$ cat src/rtl/uart_pkg.sv
// uart_pkg: parity-mode constants and serializer state encoding shared by the UART TX blocks
package uart_pkg;

    localparam logic [1:0] PAR_NONE = 2'b00;
    localparam logic [1:0] PAR_EVEN = 2'b01;
    localparam logic [1:0] PAR_ODD  = 2'b10;

    typedef enum logic [2:0] {IDLE, START, DATA, PARITY, STOP} state_e;

    // Mode 2'b11 is reserved and behaves like PAR_NONE
    function automatic logic has_parity(input logic [1:0] mode);
        return mode == PAR_EVEN || mode == PAR_ODD;
    endfunction

endpackage

$ cat src/rtl/uart_sync_fifo.sv
// uart_sync_fifo: single-clock FIFO with occupancy count and registered overflow pulse
module uart_sync_fifo #(
    parameter int WIDTH = 8,
    parameter int DEPTH = 4
) (
    input  logic                   i_Clock,
    input  logic                   i_reset,
    input  logic                   i_wr,
    input  logic [WIDTH-1:0]       i_data,
    input  logic                   i_rd,
    output logic [WIDTH-1:0]       o_data,
    output logic                   o_full,
    output logic                   o_empty,
    output logic [$clog2(DEPTH):0] o_level,
    output logic                   o_overflow
);
    localparam int AW = $clog2(DEPTH);
    localparam int LW = AW + 1;

    logic [WIDTH-1:0] mem_q [DEPTH];
    logic [AW-1:0]    wr_ptr_q, rd_ptr_q;
    logic [LW-1:0]    level_q;
    logic             ovf_q, push, pop;

    // A write while full is dropped even if a pop frees a slot in the same cycle
    assign push       = i_wr && !o_full;
    assign pop        = i_rd && !o_empty;
    assign o_full     = level_q == LW'(DEPTH);
    assign o_empty    = level_q == '0;
    assign o_level    = level_q;
    assign o_overflow = ovf_q;
    assign o_data     = mem_q[rd_ptr_q];

    always_ff @(posedge i_Clock) begin
        if (i_reset) begin
            wr_ptr_q <= '0;
            rd_ptr_q <= '0;
            level_q  <= '0;
            ovf_q    <= 1'b0;
        end else begin
            wr_ptr_q <= wr_ptr_q + AW'(push);
            rd_ptr_q <= rd_ptr_q + AW'(pop);
            level_q  <= level_q + LW'(push) - LW'(pop);
            ovf_q    <= i_wr && o_full;
        end
    end

    always_ff @(posedge i_Clock) begin
        if (push) mem_q[wr_ptr_q] <= i_data;
    end

endmodule

$ cat src/rtl/uart_tx_param.sv
// uart_tx_param: FIFO-buffered UART serializer with selectable parity and stop-bit count
module uart_tx_param
    import uart_pkg::*;
#(
    parameter int DATA_BITS    = 8,
    parameter int TICK_PER_BIT = 16,
    parameter int FIFO_DEPTH   = 4
) (
    input  logic                        i_Clock,
    input  logic                        i_reset,
    input  logic                        sample_tick,
    input  logic                        i_wr,
    input  logic [DATA_BITS-1:0]        i_data,
    input  logic [1:0]                  i_parity_mode,
    input  logic                        i_stop2,
    output logic                        o_TX,
    output logic                        o_TX_Active,
    output logic                        o_TX_Done,
    output logic                        o_full,
    output logic                        o_empty,
    output logic [$clog2(FIFO_DEPTH):0] o_level,
    output logic                        o_overflow
);
    localparam int TW = $clog2(TICK_PER_BIT + 1);
    localparam int BW = $clog2(DATA_BITS);

    state_e               state_q;
    logic [TW-1:0]        tick_q;
    logic [BW-1:0]        bit_q;
    logic [DATA_BITS-1:0] sh_q, head;
    logic                 par_en_q, par_q, stop2_q, stop_cnt_q;
    logic                 tx_q, active_q, done_q;
    logic                 bit_end, frame_end, pop;

    assign bit_end   = sample_tick && tick_q == TW'(TICK_PER_BIT - 1);
    assign frame_end = state_q == STOP && bit_end && stop_cnt_q == stop2_q;
    // Popping on the last stop tick chains frames with no idle bit in between
    assign pop       = !o_empty && (state_q == IDLE || frame_end);

    uart_sync_fifo #(.WIDTH(DATA_BITS), .DEPTH(FIFO_DEPTH)) u_fifo (
        .i_Clock    (i_Clock),
        .i_reset    (i_reset),
        .i_wr       (i_wr),
        .i_data     (i_data),
        .i_rd       (pop),
        .o_data     (head),
        .o_full     (o_full),
        .o_empty    (o_empty),
        .o_level    (o_level),
        .o_overflow (o_overflow)
    );

    assign o_TX        = tx_q;
    assign o_TX_Active = active_q;
    assign o_TX_Done   = done_q;

    always_ff @(posedge i_Clock) begin
        if (i_reset) begin
            state_q    <= IDLE;
            tick_q     <= '0;
            bit_q      <= '0;
            sh_q       <= '0;
            par_en_q   <= 1'b0;
            par_q      <= 1'b0;
            stop2_q    <= 1'b0;
            stop_cnt_q <= 1'b0;
            tx_q       <= 1'b1;
            active_q   <= 1'b0;
            done_q     <= 1'b0;
        end else begin
            done_q <= 1'b0;
            if (pop) begin
                state_q  <= START;
                tick_q   <= '0;
                sh_q     <= head;
                par_en_q <= has_parity(i_parity_mode);
                par_q    <= ^head ^ (i_parity_mode == PAR_ODD);
                stop2_q  <= i_stop2;
                tx_q     <= 1'b0;
                active_q <= 1'b1;
                done_q   <= frame_end;
            end else if (state_q != IDLE) begin
                tick_q <= bit_end ? '0 : tick_q + TW'(sample_tick);
                if (bit_end) begin
                    case (state_q)
                        START: begin
                            state_q <= DATA;
                            bit_q   <= '0;
                            tx_q    <= sh_q[0];
                        end
                        DATA: begin
                            if (bit_q == BW'(DATA_BITS - 1)) begin
                                state_q    <= par_en_q ? PARITY : STOP;
                                tx_q       <= par_en_q ? par_q : 1'b1;
                                stop_cnt_q <= 1'b0;
                            end else begin
                                bit_q <= bit_q + BW'(1);
                                sh_q  <= sh_q >> 1;
                                tx_q  <= sh_q[1];
                            end
                        end
                        PARITY: begin
                            state_q    <= STOP;
                            tx_q       <= 1'b1;
                            stop_cnt_q <= 1'b0;
                        end
                        STOP: begin
                            if (stop_cnt_q == stop2_q) begin
                                state_q  <= IDLE;
                                tx_q     <= 1'b1;
                                active_q <= 1'b0;
                                done_q   <= 1'b1;
                            end else begin
                                stop_cnt_q <= 1'b1;
                            end
                        end
                        default: state_q <= IDLE;
                    endcase
                end
            end
        end
    end

endmodule

$ cat config.mk
export PLATFORM = sky130hd
export DESIGN_NAME = uart_tx_param
export DESIGN_NICKNAME = d
export VERILOG_FILES = /design/src/rtl/uart_pkg.sv /design/src/rtl/uart_sync_fifo.sv /design/src/rtl/uart_tx_param.sv
export SDC_FILE = /design/constraint.sdc
export NUM_CORES = 1
export LEC_CHECK = 0
export BUFFER_PORTS_ARGS = -buffer_cell sky130_fd_sc_hd__buf_2
export CELL_PAD_IN_SITES_DETAIL_PLACEMENT = 0
export CELL_PAD_IN_SITES_GLOBAL_PLACEMENT = 1
export CORE_AREA = 2 2 95 97
export CTS_CLUSTER_SIZE = 8
export DETAILED_ROUTE_END_ITERATION = 8
export DIE_AREA = 0 0 97 99
export PLACE_DENSITY = 0.61
export SYNTH_ARGS = -nofsm -noshare
export SYNTH_HDL_FRONTEND = slang
export SYNTH_SLANG_ARGS = --single-unit
$ cat constraint.sdc
create_clock -name i_Clock -period 4.85 [get_ports i_Clock]
set_clock_uncertainty 0.2 [all_clocks]
set_input_delay 1.455 -clock i_Clock [delete_from_list [all_inputs] [get_ports i_Clock]]
set_output_delay 1.455 -clock i_Clock [all_outputs]
set_load 0.005 [all_outputs]
Word level (Yosys, flattened, before mapping)
Memories as Yosys holds them, arrays and structs flattened. A register that Yosys moved wholly into a read port is not among the register bits. Cells that the tools add are included. W data, S select, Z words.

Memory bits (writable): 32. Bits in registers: 34. Output and inout port bits: 9. Input bits: 15. Latch bits: 0. Word-level logic and storage cells: 111. Memories: 1. Memory bits (read-only): 0.

Memory list: u_fifo.mem_q (depth 4, bits a word 8, read ports 1, clocked after memory_dff 1, write ports 1, line uart_sync_fifo.sv:20) `logic [WIDTH-1:0] mem_q [DEPTH];`.

Shift operators: 0. Reduce and logical (&&, ||, !) cells: 31. Div/mod/pow operators: 0. Mux-type cells: 38. Equality and inequality tests: 17. Multipliers: 0. Magnitude comparators: 0. Bitwise operators: 2. Add/sub/neg operators: 6.

Operators by type and width (number): $mux W8 (5); $mux W1 (23); $reduce_and A4 Y1 (5); $mux W3 (4); $pmux W3 S4 (1); $reduce_bool A2 Y1 (6); $eq A3 B3 Y1 const B (3); $reduce_xor A8 Y1 (1); $logic_and A1 B1 Y1 (7); $eq A3 B2 Y1 const B (2); $logic_not A3 Y1 (2); $ne A2 B2 Y1 const B (3); $pmux W3 S2 (1); $reduce_and A6 Y1 (1); $reduce_bool A3 Y1 (2); $add A5 B1 Y5 (1); $eq A5 B4 Y1 const B (1); $mux W5 (1); $reduce_and A5 Y1 (1); $reduce_bool A5 Y1 (1); $add A2 B1 Y2 (2); $ne A2 B1 Y1 const B (2); $pmux W1 S4 (1); $add A3 B1 Y3 (1); 15 further kinds (17).

Longest topological paths before layout
Gate-level depths: netlist (run 1).

Word-level depth: 9. Depth in mapped cells: 13. Gate-level depth less buffers: 11.

Cells and area by module
From an unflattened synthesis (run 1), not the netlist that was laid out.

Cell total of the unflattened synthesis: 237. Area, all modules: 2984.1 µm².

By module, submodules not included: uart_sync_fifo (instances 1, area each 1539.0 µm², seq. area each 1121.1 µm², cells an instance 80); uart_tx_param (instances 1, area each 1445.1 µm², seq. area each 520.5 µm², cells an instance 157).

Worst setup path after synthesis (run 1)
Ideal clock, no wire load.

Path kind: input-to-reg. Start point: input port sample_tick. End point: register u_fifo.level_q[2] (netlist: u_fifo.o_level[2]). Stages: 11. Required time: 4.522 ns. Data arrival time: 3.384 ns. Buffers on the path: 1. Setup time: 0.128 ns. Path slack: 1.139 ns. Cells stage by stage: nand4_1 a21o_2 clkbuf_1 inv_1 ha_1 inv_1 ha_1 fa_1 xnor2_1 xnor2_1 nor2_1.

Word-level cells in the longest chain between the ends: 7.

Ends and longest elaborated chain: from (decl) (line uart_tx_param.sv:11) `input logic sample_tick,`; $logic_and A1 B1 Y1 (line uart_tx_param.sv:35) `assign bit_end = sample_tick && tick_q == TW'(TICK_PER_BIT - 1);`; $logic_and A1 B1 Y1 (2 in a row) (line uart_tx_param.sv:36) `assign frame_end = state_q == STOP && bit_end && stop_cnt_q == stop2_q;`; $logic_or A1 B1 Y1 (line uart_tx_param.sv:38) `assign pop = !o_empty && (state_q == IDLE || frame_end);`; $logic_and A1 B1 Y1 (line uart_tx_param.sv:38); net pop (line uart_tx_param.sv:33) `logic bit_end, frame_end, pop;`; $logic_and A1 B1 Y1 (line uart_sync_fifo.sv:27) `assign pop = i_rd && !o_empty;`; $sub A3 B1 Y3 (line uart_sync_fifo.sv:43) `level_q <= level_q + LW'(push) - LW'(pop);`; to (signal assigned) (line uart_sync_fifo.sv:43); to (decl) (line uart_sync_fifo.sv:22) `logic [LW-1:0] level_q;`.

The timed path passes the listed nets, and every way through them passes these cells. A chain may end at the register's enable or synchronous reset.

Final worst setup path (run 1)
Same ends and word-level chain as after synthesis.

==> summary.txt, run 1 <==
Routing
  – DRC viols: 0
  – DRC violation total after the first TritonRoute iteration: 68
  – Routed vias: 1851
  – Post-DR vias/cell: 4.85
  – Final wirelength: 5540 µm
  – Post-route ant nets: 0
  – WL per Instance: 14.5 µm
  – First drt pass iteration count: 4

Placed design
  – Cell total after placement: 366
  – Number of port buffers: 23
  – Gpl congestion: 0.729
  – Placed wire-length estimate: 3770 µm

Floorplan
  – Die outline area: 9600 µm²
  – Die Y: 99 µm
  – Num rows: 34
  – Starting utilization of the core area: 0.344
  – Core Footprint: 8550 µm²
  – Die span in x: 97 µm
  – Ports: 24

Synth
  – Nets in the synthesized netlist: 270
  – Synthesis warning total: 0
  – Flip-flop and latch count after synthesis: 66
  – Post-synthesis instance total: 245
  – Sequential-to-total area share from yosys stat: 0.559
  – Share of synthesized flip-flops with an asynchronous set or reset: 0
  – Post-synthesis cell area: 2940 µm²
  – Primary FF master, synth: dfxtp_1
  – Average footprint of a synthesized cell: 12.0 µm²
  – Count of different cell masters after synthesis: 40
  – Count of flip-flops with a built-in enable after synthesis: 32

Critical path
  – Kind of critical path: input port to flop
  – Kind of end point of the critical path: flop
  – Reg2reg start: u_fifo.o_level[1]$_SDFF_PP0_
  – Maximum fanout count along the critical path: 23
  – Register-to-register setup slack: 1.62 ns
  – Largest delay share family, worst path: adder cells
  – Count of buffer and inverter cells on the critical path: 3
  – Slowest cell on the critical path: a21o_2
  – Endpoint of the worst register-to-register path: u_fifo.o_level[2]$_SDFF_PP0_
  – Critical path's largest stage delay: 0.40 ns
  – Worst Reg-to-Reg Cells: 11
  – Arrival time at the worst endpoint: 3.63 ns
  – Cell Chain, Critical Path: buf_2 > nand4_1 > a21o_2 > inv_1 > ha_1 > inv_1 > ha_1 > fa_1 > xnor2_1 > xnor2_1 > nor2_1
  – Setup crit start kind: input port
  – Required time of the critical path: 4.86 ns

Finish
  – Fin cells: 382
  – Net count of the finished layout: 294
  – ANT cells: 0
  – Number of fillers in the final layout: 816
  – Fraction of final layout cells sized beyond drive strength 1: 0.175
  – Most frequent cells in the layout: 34 x dfxtp_1, 32 x edfxtp_1, 23 x buf_2
  – Area overhead of the layout relative to synthesis: 15.5%
  – Most common cell after layout, fill and taps aside: dfxtp_1

Timing
  – Slew HR: 0.520
  – Number of setup violations in the final report: 0
  – Slew @ Worst Pin: 0.718 ns
  – RSZ-0062 raised after global routing: no
  – Total count of max-transition violations in the final report: 0
  – Final worst-path cycle share: 0.747
  – Highest clock frequency the design can meet: 0.276 GHz
  – Final Critical Period: 3.62 ns
  – TNS Setup: 0 ns
  – Final Hold Viols: 0

Min path
  – Hold_sp: bit_q[1]$_SDFFE_PP0P_
  – Hold Crit Class: flop to flop
  – Worst hold endpoint: bit_q[1]$_SDFFE_PP0P_
  – Hold Path Depth: 2

Clocking
  – Number of buffers created by CTS: 9
  – Master cell of the clock root buffer: clkbuf_8
  – Post-CTS Setup Inserts: 0
  – Clock-pin slew on the worst setup and hold paths: 0.07 ns
  – Number of buffers between clock root and the deepest sink: 2
  – Number of gates given a new drive strength after cts: 0
  – Cts-stage hold buffer count: 0
  – Clock tree from TritonCTS: built
  – Number of levels in the clock H-tree: 3
  – Insertion delay to the later sink of the worst-skew pair: 0.35 ns
  – Clock sink count: 66

GRT
  – Maximum number of pins on one net before global-route repair: 29
  – GRT Util Overall: 0.121
  – Initial antenna violation count: 0
  – Total grt overflow: 0
  – Via count of the first global-routing pass: 1790
  – First-pass GRT wire length: 9020 µm

Run
  – Number of max-cap violations: 0

Power and ir drop
  – Worst IR drop on VDD: 0.233 mV
  – Pwr Density: 558 nW/µm²
  – Leakage power: 1.28 nW
  – Post-layout power: 1.89 mW

Run status
  – Run status: completed
==> worst reg2reg max path, cell delays in order (launching register included) <==
cell and delay (ns):
dfxtp_1 0.36, nor3_1 0.44, nand2b_1 0.22, a21o_2 0.36, inv_1 0.20, ha_1 0.31, inv_1 0.03, ha_1 0.19
fa_1 0.37, xnor2_1 0.18, xnor2_1 0.15, nor2_1 0.06
==> per-stage QoR <==
stage          instance area [µm²]  hold WS [ns]  worst slack [ns]  utilization
2_1_floorplan                 2940         0.236              1.14            -
3_3_place_gp                  3150         0.247             0.904        0.368
3_5_place_dp                  3150         0.255             0.884        0.368
4_1_cts                       3390         0.266              1.21        0.397
5_1_grt                       3390         0.290              1.02        0.397
6_report                      3390         0.261              1.23        0.397
==> routing by layer <==
layer	track usage	share of wire	vias up
met2	0.186	0.46	26
li1	-	-	943
met1	0.158	0.50	875
met5	0	0	-
met3	0.0284	0.028	7
met4	0.0650	0.016	0
==> cells in the mapped netlist, drive strengths merged (4+ instances only) <==
cell | n | area share
a211oi | 9 | 0.023
dfxtp | 34 | 0.23
mux2i | 8 | 0.027
nand3 | 6 | 0.010
inv | 12 | 0.015
mux4 | 8 | 0.069
xor2 | 5 | 0.015
xnor2 | 8 | 0.026
ha | 9 | 0.038
nor2b | 4 | 0.0085
clkbuf | 9 | 0.011
o21ai | 9 | 0.015
edfxtp | 32 | 0.33
nor2 | 21 | 0.027
nand2 | 15 | 0.019
a21oi | 15 | 0.026
and3 | 4 | 0.0085
nor3 | 8 | 0.014
==> cell type report <==
cell class / count / area (µm²) / share of cell area
Clock inverter: 7 / 125 / 0.0369
Inverter: 12 / 45.0 / 0.0133
Multi-Input combinational cell: 155 / 1190 / 0.352
Sequential cell: 66 / 1640 / 0.484
Tap cell: 108 / 135 / 0.0398
Timing Repair Buffer: 25 / 130 / 0.0383
Clock buffer: 9 / 124 / 0.0365
==> registers in the layout, indices dropped and copies added (netlist names), 2 cells and up <==
register,flops
u_fifo.mem_q,32
sh_q,8
tick_q,5
bit_q,3
state_q,3
u_fifo.o_level,3
u_fifo.rd_ptr_q,2
u_fifo.wr_ptr_q,2
==> cells by family (layout without fill, tap and decap cells) <==
| family | Yosys count | count (layout) | share of synthesized area |
|---|---|---|---|
| AND/OR/NAND/NOR | 75 | 75 | 0.134 |
| buffers and inverters | 24 | 53 | 0.0349 |
| adder cells (fa/ha/maj) | 10 | 10 | 0.0451 |
| multiplexers | 16 | 16 | 0.0963 |
| XOR/XNOR | 14 | 14 | 0.0490 |
| flip-flops | 66 | 66 | 0.559 |
| AO/OA/AOI/OAI | 40 | 40 | 0.0818 |
==> worst max path at each step <==
stage	slack, ns	cells after the start	endpoint	start
6_report	1.23	11	u_fifo.o_level[2]$_SDFF_PP0_	sample_tick
5_1_grt	1.02	11	u_fifo.o_level[2]$_SDFF_PP0_	sample_tick
4_1_cts	1.21	11	u_fifo.o_level[2]$_SDFF_PP0_	sample_tick
3_5_place_dp	0.88	11	u_fifo.o_level[2]$_SDFF_PP0_	sample_tick
3_3_place_gp	0.90	11	u_fifo.o_level[2]$_SDFF_PP0_	sample_tick
2_1_floorplan	1.14	11	u_fifo.o_level[2]$_SDFF_PP0_	sample_tick
==> where the power goes <==
group	leakage, nW	switching, mW	internal [mW]	total (mW)
Combinational	0.580	0.277	0.271	0.547
Sequential	0.572	0.0751	0.689	0.764
Clock	0.124	0.237	0.346	0.583
No activity file was read; power rests on OpenSTA's default activity.
==> run 2: changes to the inputs <==
--- a/config.mk
+++ b/config.mk
@@ -12,7 +12,7 @@
 export CTS_CLUSTER_SIZE = 8
 export DETAILED_ROUTE_END_ITERATION = 8
 export DIE_AREA = 0 0 97 99
-export PLACE_DENSITY = 0.61
+export PLACE_DENSITY = 0.63
 export SYNTH_ARGS = -nofsm -noshare
 export SYNTH_HDL_FRONTEND = slang
 export SYNTH_SLANG_ARGS = --single-unit
==> constraint.sdc (replaced) <==
create_clock -name i_Clock -period 2.96 [get_ports i_Clock]
set_clock_uncertainty 0.2 [all_clocks]
set_input_delay 0.888 -clock i_Clock [delete_from_list [all_inputs] [get_ports i_Clock]]
set_output_delay 0.888 -clock i_Clock [all_outputs]
set_load 0.005 [all_outputs]
==> run 2 against run 1 <==
  * Register-to-register slack worse by 1.2 ns
  * Worst setup slack worse by 0.85 ns
  * Routed wire length is 2.0% lower
  * Critical path type is now flop to flop
  * Critical endpoint unchanged
  * Largest power group unchanged
==> summary.txt, run 2 (synthesis gave the netlist of run 1 again) <==
Routing
  – DRC violation total after the first TritonRoute iteration: 76 (was 68)
  – Routed vias: 1877 (was 1851)
  – WL per Instance: 13.8 µm (was 14.5 µm)
  – Post-DR vias/cell: 4.76 (was 4.85)
  – Post-route ant nets: 0 (unchanged)
  – Final wirelength: 5430 µm (was 5540 µm)
  – First drt pass iteration count: 4 (unchanged)
  – DRC viols: 0 (unchanged)

Clocking
  – Number of buffers between clock root and the deepest sink: 2 (unchanged)
  – Master cell of the clock root buffer: clkbuf_8 (unchanged)
  – Clock-pin slew on the worst setup and hold paths: 0.08 ns (was 0.07 ns)
  – Clock sink count: 66 (unchanged)
  – Number of levels in the clock H-tree: 3 (unchanged)
  – Cts-stage hold buffer count: 0 (unchanged)
  – Number of buffers created by CTS: 9 (unchanged)
  – Post-CTS Setup Inserts: 0 (unchanged)
  – Number of gates given a new drive strength after cts: 0 (unchanged)
  – Insertion delay to the later sink of the worst-skew pair: 0.35 ns (about the same)
  – Clock tree from TritonCTS: built (unchanged)

Timing
  – Final Hold Viols: 0 (unchanged)
  – Final worst-path cycle share: 0.871
  – Total count of max-transition violations in the final report: 0 (unchanged)
  – Slew @ Worst Pin: 0.467 ns (was 0.718 ns)
  – Hold Worst Slack: 0.258 ns (was 0.261 ns)
  – Final Critical Period: 2.58 ns
  – TNS Setup: 0 ns (unchanged)
  – Final Worst Setup Slack: 0.381 ns (was 1.23 ns)
  – Highest clock frequency the design can meet: 0.388 GHz
  – RSZ-0062 raised after global routing: no (unchanged)
  – Slew HR: 0.686 (was 0.520)
  – Number of setup violations in the final report: 0 (unchanged)

Power and ir drop
  – Worst IR drop on VDD: 0.546 mV (was 0.233 mV)
  – Post-layout power: 2.99 mW (was 1.89 mW)
  – Leakage power: 1.31 nW (was 1.28 nW)
  – Pwr Density: 869 nW/µm² (was 558 nW/µm²)

Finish
  – Fraction of final layout cells sized beyond drive strength 1: 0.213 (was 0.175)
  – Number of fillers in the final layout: 848 (was 816)
  – Register name with the most flops: u_fifo.mem_q (unchanged)
  – ANT cells: 0 (unchanged)
  – Biggest registers after layout: u_fifo.mem_q: 32 flops, sh_q: 8 flops, tick_q: 5 flops (unchanged)
  – Most common cell after layout, fill and taps aside: dfxtp_1 (unchanged)
  – Area overhead of the layout relative to synthesis: 17.2% (was 15.5%)
  – Footprint of the multi-input gates: 1190 µm² (unchanged)
  – Final instance area: 3440 µm² (was 3390 µm²)
  – Most frequent cells in the layout: 34 x dfxtp_1, 32 x edfxtp_1, 23 x buf_2 (unchanged)
  – Core Util, Final: 0.403 (was 0.397)
  – Largest register FFs: 32 (unchanged)
  – Fin cells: 394 (was 382)
  – Net count of the finished layout: 306 (was 294)
  – Area taken by flip-flops and latches: 1640 µm² (unchanged)

GRT
  – Met1 Track Usage GR: 0.150 (was 0.158)
  – First-pass GRT wire length: 9060 µm (was 9020 µm)
  – Via count of the first global-routing pass: 1836 (was 1790)
  – GRT Util Overall: 0.124 (was 0.121)
  – Maximum number of pins on one net before global-route repair: 23 (was 29)
  – Initial antenna violation count: 0 (unchanged)
  – Met3 usage: 0.0433 (was 0.0284)
  – Global routing's busiest layer: met2 (unchanged)
  – Total grt overflow: 0 (unchanged)
  – Met2 Usage GRT: 0.199 (was 0.186)

Floorplan
  – Die Y: 99 µm (unchanged)
  – Num rows: 34 (unchanged)
  – Core Footprint: 8550 µm² (unchanged)
  – Die span in x: 97 µm (unchanged)
  – Ports: 24 (unchanged)
  – Die outline area: 9600 µm² (unchanged)
  – Starting utilization of the core area: 0.344 (unchanged)

Critical path
  – Kind of end point of the critical path: flop (unchanged)
  – Required time of the critical path: 3.00 ns (was 4.86 ns)
  – Arrival time at the worst endpoint: 2.62 ns (was 3.63 ns)
  – Kind of critical path: flop to flop (was input port to flop)
  – Slowest cell on the critical path: fa_1 (was a21o_2)
  – Maximum fanout count along the critical path: 4 (was 23)
  – Cell Chain, Critical Path: nor3_1 > buf_4 > nand2b_1 > a21o_2 > inv_2 > ha_1 > inv_1 > ha_1 > fa_1 > xnor2_1 > xnor2_1 > nor2_1 (was buf_2 > nand4_1 > a21o_2 > inv_1 > ha_1 > inv_1 > ha_1 > fa_1 > xnor2_1 > xnor2_1 > nor2_1)
  – Setup crit start kind: flop (was input port)
  – Critical path's largest stage delay: 0.38 ns (was 0.40 ns)

Run
  – Number of max-cap violations: 0 (unchanged)

Min path
  – Hold Crit Class: flop to flop (unchanged)

Placed design
  – Gpl congestion: 0.726 (was 0.729)
  – Number of port buffers: 23 (unchanged)
  – Cell total after placement: 378 (was 366)
  – Cell area reported after detailed placement: 3240 µm² (was 3150 µm²)
  – Placed wire-length estimate: 3850 µm (was 3770 µm)
  – DP Worst Slack: 0.0759 ns (was 0.884 ns)

Run status
  – Run status: completed (unchanged)
-- run 2: cell count changes in the layout (fill, tap and decap cells not counted), sizes merged --
cell    before  now
buf         25   37
bufinv       3    1
inv         13   16
clkinv       3    2
-- run 2: final timing paths --
path | startpoint | end | slack (ns) | cells after the start
worst max register to register | u_fifo.o_level[1]$_SDFF_PP0_ | u_fifo.o_level[2]$_SDFF_PP0_ | 0.38 | 12
worst min register to register | bit_q[1]$_SDFFE_PP0P_ | bit_q[1]$_SDFFE_PP0P_ | 0.26 | 2
worst min-delay path | bit_q[1]$_SDFFE_PP0P_ | bit_q[1]$_SDFFE_PP0P_ | 0.26 | 2
worst max-delay path | u_fifo.o_level[1]$_SDFF_PP0_ | u_fifo.o_level[2]$_SDFF_PP0_ | 0.38 | 12
-- run 2: area by class of cell --
type                    instances  share of cell area
clock buffers                   9              0.0360
clock inverters                 7              0.0240
inverters                      12              0.0131
multi-input cells             155               0.347
flip-flops and latches         66               0.477
well taps                     108              0.0393
repair buffers                 37              0.0640
-- run 2: worst max-delay path: cells and delay by family (launching register included) --
family	cells	cell delay, ns
buffers and inverters	3	0.23
XOR/XNOR	2	0.34
flip-flops	1	0.36
adder cells (fa/ha/maj)	3	0.83
AND/OR/NAND/NOR	3	0.38
AO/OA/AOI/OAI	1	0.13
-- run 2: metal layers --
metal	routed length [µm]	up-vias	share of wire
li1	-	964	-
met1	2570	883	0.47
met2	2590	26	0.48
met3	228	4	0.042
met4	48	0	0.0088
met5	0	-	0
-- run 2: power breakdown --
group	total [mW]	switching, mW	internal, mW
Combinational	0.963	0.475	0.488
Clock	0.791	0.387	0.403
Sequential	1.24	0.109	1.13
==> run 3: changes to the inputs <==
--- a/config.mk
+++ b/config.mk
@@ -9,6 +9,7 @@
 export CELL_PAD_IN_SITES_DETAIL_PLACEMENT = 0
 export CELL_PAD_IN_SITES_GLOBAL_PLACEMENT = 1
 export CORE_AREA = 2 2 95 97
+export CTS_BUF_LIST = sky130_fd_sc_hd__clkbuf_2 sky130_fd_sc_hd__clkbuf_4 sky130_fd_sc_hd__clkbuf_8
 export CTS_CLUSTER_SIZE = 8
 export DETAILED_ROUTE_END_ITERATION = 8
 export DIE_AREA = 0 0 97 99
==> constraint.sdc (replaced) <==
create_clock -name i_Clock -period 2.96 [get_ports i_Clock]
set_clock_uncertainty 0.2 [all_clocks]
set_input_delay 0.888 -clock i_Clock [delete_from_list [all_inputs] [get_ports i_Clock]]
set_output_delay 0.888 -clock i_Clock [all_outputs]
set_load 0.05 [all_outputs]
==> run 3 against run 2 <==
  * Critical path type is now input port to flop
  * Register-to-register slack better by 0.13 ns
  * Hold slack improved by 0.00076 ns
  * Clock power increased by 0.9%
  * Maximum frequency up 4.7%
  * Cell count fell by 0.76%
  * Largest power group unchanged
  * Via count up 2.1%
  * Design area is 0.84% higher
  * Combinational power grew 24%
  * Routed wire length is 0.75% higher
  * Total power is 7.8% higher
  * Non-clock buffer count fell by 3
  * Global-route usage grew 0.11 points
==> summary.txt, run 3 (synthesis gave the netlist of run 1 again) <==
Power and ir drop
  – Post-layout power: 3.22 mW (was 2.99 mW)
  – Pwr Density: 929 nW/µm² (was 869 nW/µm²)
  – Leakage power: 1.31 nW (about the same)
  – Worst IR drop on VDD: 0.398 mV (was 0.546 mV)

GRT
  – Initial antenna violation count: 0 (unchanged)
  – Maximum number of pins on one net before global-route repair: 28 (was 23)
  – Total grt overflow: 0 (unchanged)
  – GRT Util Overall: 0.125 (was 0.124)
  – Via count of the first global-routing pass: 1861 (was 1836)
  – First-pass GRT wire length: 9230 µm (was 9060 µm)

Critical path
  – Maximum fanout count along the critical path: 4 (unchanged)
  – Endpoint of the worst register-to-register path: u_fifo.o_level[2]$_SDFF_PP0_ (unchanged)
  – Setup crit start kind: input port (was flop)
  – Critical path's largest stage delay: 0.37 ns (was 0.38 ns)
  – Slowest cell on the critical path: fa_2 (was fa_1)
  – Register-to-register setup slack: 0.51 ns (was 0.38 ns)
  – Arrival time at the worst endpoint: 2.49 ns (was 2.62 ns)
  – Required time of the critical path: 2.99 ns (was 3.00 ns)
  – Kind of end point of the critical path: flop (unchanged)
  – Worst Reg-to-Reg Cells: 11 (was 12)
  – Reg2reg start: stop_cnt_q$_SDFFE_PP0P_ (was u_fifo.o_level[1]$_SDFF_PP0_)
  – Cell Chain, Critical Path: buf_2 > nand4_1 > a21o_4 > inv_4 > ha_1 > inv_1 > ha_2 > fa_2 > xnor2_2 > xnor2_1 > nor2_1 (was nor3_1 > buf_4 > nand2b_1 > a21o_2 > inv_2 > ha_1 > inv_1 > ha_1 > fa_1 > xnor2_1 > xnor2_1 > nor2_1)
  – Kind of critical path: input port to flop (was flop to flop)

Floorplan
  – Ports: 24 (unchanged)
  – Die Y: 99 µm (unchanged)
  – Die outline area: 9600 µm² (unchanged)
  – Num rows: 34 (unchanged)
  – Starting utilization of the core area: 0.344 (unchanged)
  – Core Footprint: 8550 µm² (unchanged)
  – Die span in x: 97 µm (unchanged)

Timing
  – Highest clock frequency the design can meet: 0.406 GHz (was 0.388 GHz)
  – RSZ-0062 raised after global routing: no (unchanged)
  – TNS Setup: 0 ns (unchanged)
  – Final Critical Period: 2.46 ns (was 2.58 ns)
  – Total count of max-transition violations in the final report: 0 (unchanged)
  – Number of setup violations in the final report: 0 (unchanged)
  – Final worst-path cycle share: 0.832 (was 0.871)
  – Slew @ Worst Pin: 0.658 ns (was 0.467 ns)
  – Slew HR: 0.558 (was 0.686)
  – Hold Worst Slack: 0.258 ns (about the same)
  – Final Hold Viols: 0 (unchanged)

Finish
  – Area taken by flip-flops and latches: 1650 µm² (was 1640 µm²)
  – Footprint of the multi-input gates: 1230 µm² (was 1190 µm²)
  – Fraction of final layout cells sized beyond drive strength 1: 0.233 (was 0.213)
  – Number of fillers in the final layout: 837 (was 848)
  – Largest register FFs: 32 (unchanged)
  – Register name with the most flops: u_fifo.mem_q (unchanged)
  – Most frequent cells in the layout: 32 x edfxtp_1, 31 x dfxtp_1, 23 x buf_2 (was 34 x dfxtp_1, 32 x edfxtp_1, 23 x buf_2)
  – Most common cell after layout, fill and taps aside: edfxtp_1 (was dfxtp_1)
  – Net count of the finished layout: 303 (was 306)
  – Biggest registers after layout: u_fifo.mem_q: 32 flops, sh_q: 8 flops, tick_q: 5 flops (unchanged)
  – Final instance area: 3470 µm² (was 3440 µm²)
  – Area overhead of the layout relative to synthesis: 18.1% (was 17.2%)
  – ANT cells: 0 (unchanged)

Placed design
  – Gpl congestion: 0.729 (was 0.726)
  – Placed wire-length estimate: 3760 µm (was 3850 µm)
  – Number of port buffers: 23 (unchanged)
  – Cell area reported after detailed placement: 3260 µm² (was 3240 µm²)

Clocking
  – Insertion delay to the later sink of the worst-skew pair: 0.35 ns (about the same)
  – Clock-pin slew on the worst setup and hold paths: 0.08 ns (about the same)
  – Number of levels in the clock H-tree: 3 (unchanged)
  – Post-CTS Setup Inserts: 0 (unchanged)
  – Cts-stage hold buffer count: 0 (unchanged)
  – Master cell of the clock root buffer: clkbuf_8 (unchanged)
  – Number of buffers between clock root and the deepest sink: 2 (unchanged)
  – Number of buffers created by CTS: 9 (unchanged)
  – Clock sink count: 66 (unchanged)
  – Clock tree from TritonCTS: built (unchanged)
  – Number of gates given a new drive strength after cts: 0 (unchanged)

Routing
  – DRC viols: 0 (unchanged)
  – WL per Instance: 14.0 µm (was 13.8 µm)
  – Final wirelength: 5470 µm (was 5430 µm)
  – First drt pass iteration count: 6 (was 4)
  – DRC violation total after the first TritonRoute iteration: 54 (was 76)
  – Routed vias: 1916 (was 1877)
  – Post-route ant nets: 0 (unchanged)
  – Post-DR vias/cell: 4.90 (was 4.76)

Min path
  – Hold_sp: bit_q[1]$_SDFFE_PP0P_ (unchanged)
  – Worst hold endpoint: bit_q[1]$_SDFFE_PP0P_ (unchanged)
  – Hold Path Depth: 2 (unchanged)
  – Hold Crit Class: flop to flop (unchanged)

Run
  – Number of max-cap violations: 0 (unchanged)

Run status
  – Run status: completed (unchanged)
-- run 3: cell types whose count changed in the layout (fill, tap and decap cells not counted), sizes merged --
cell,change
buf,-3
-- run 3: worst max path at each step --
stage                            startpoint                           end  slack (ns)  depth (start not counted)
6_report                        sample_tick  u_fifo.o_level[2]$_SDFF_PP0_        0.50                         11
5_1_grt                stop2_q$_SDFFE_PP0P_  u_fifo.o_level[2]$_SDFF_PP0_        0.34                         11
4_1_cts             stop_cnt_q$_SDFFE_PP0P_  u_fifo.o_level[2]$_SDFF_PP0_        0.47                         11
3_5_place_dp                    sample_tick  u_fifo.o_level[2]$_SDFF_PP0_        0.12                         11
3_3_place_gp                    sample_tick  u_fifo.o_level[2]$_SDFF_PP0_        0.14                         11
2_1_floorplan  u_fifo.o_level[0]$_SDFF_PP0_  u_fifo.o_level[2]$_SDFF_PP0_       0.001                         12
-- run 3: cell type report --
type / count / area share
clock inverters: 7 / 0.0245
clock buffers: 9 / 0.0357
well taps: 108 / 0.0389
flip-flops and latches: 66 / 0.475
inverters: 12 / 0.0137
repair buffers: 34 / 0.0570
multi-input cells: 155 / 0.355
-- run 3: per-stage QoR --
step | setup WS (ns) | cells | util
6_report | 0.496 | 391 | 0.406
5_1_grt | 0.344 | 391 | 0.406
4_1_cts | 0.472 | 391 | 0.406
3_5_place_dp | 0.120 | 375 | 0.381
3_3_place_gp | 0.142 | 375 | 0.381
2_1_floorplan | 0.00138 | 245 | -
-- run 3: worst max-delay path, delay by kind of cell --
family	cells	cell delay, ns
fa+ha+maj	3	0.80
xor+xnor	2	0.30
buf+inv	3	0.19
simple gates	2	0.17
compound gates	1	0.15
-- run 3: power by group --
part           switching [mW]  leakage [nW]  internal, mW
registers               0.103         0.573          1.14
clock network           0.391         0.107         0.407
logic                   0.660         0.635         0.528
-- run 3: metal layers --
metal | share of wire | GRT usage | vias to the layer above | wire [µm]
li1 | - | - | 961 | -
met1 | 0.45 | 0.151 | 909 | 2480
met2 | 0.49 | 0.205 | 38 | 2680
met3 | 0.041 | 0.0390 | 8 | 226
met4 | 0.016 | 0.0563 | 0 | 89
met5 | 0 | 0 | - | 0
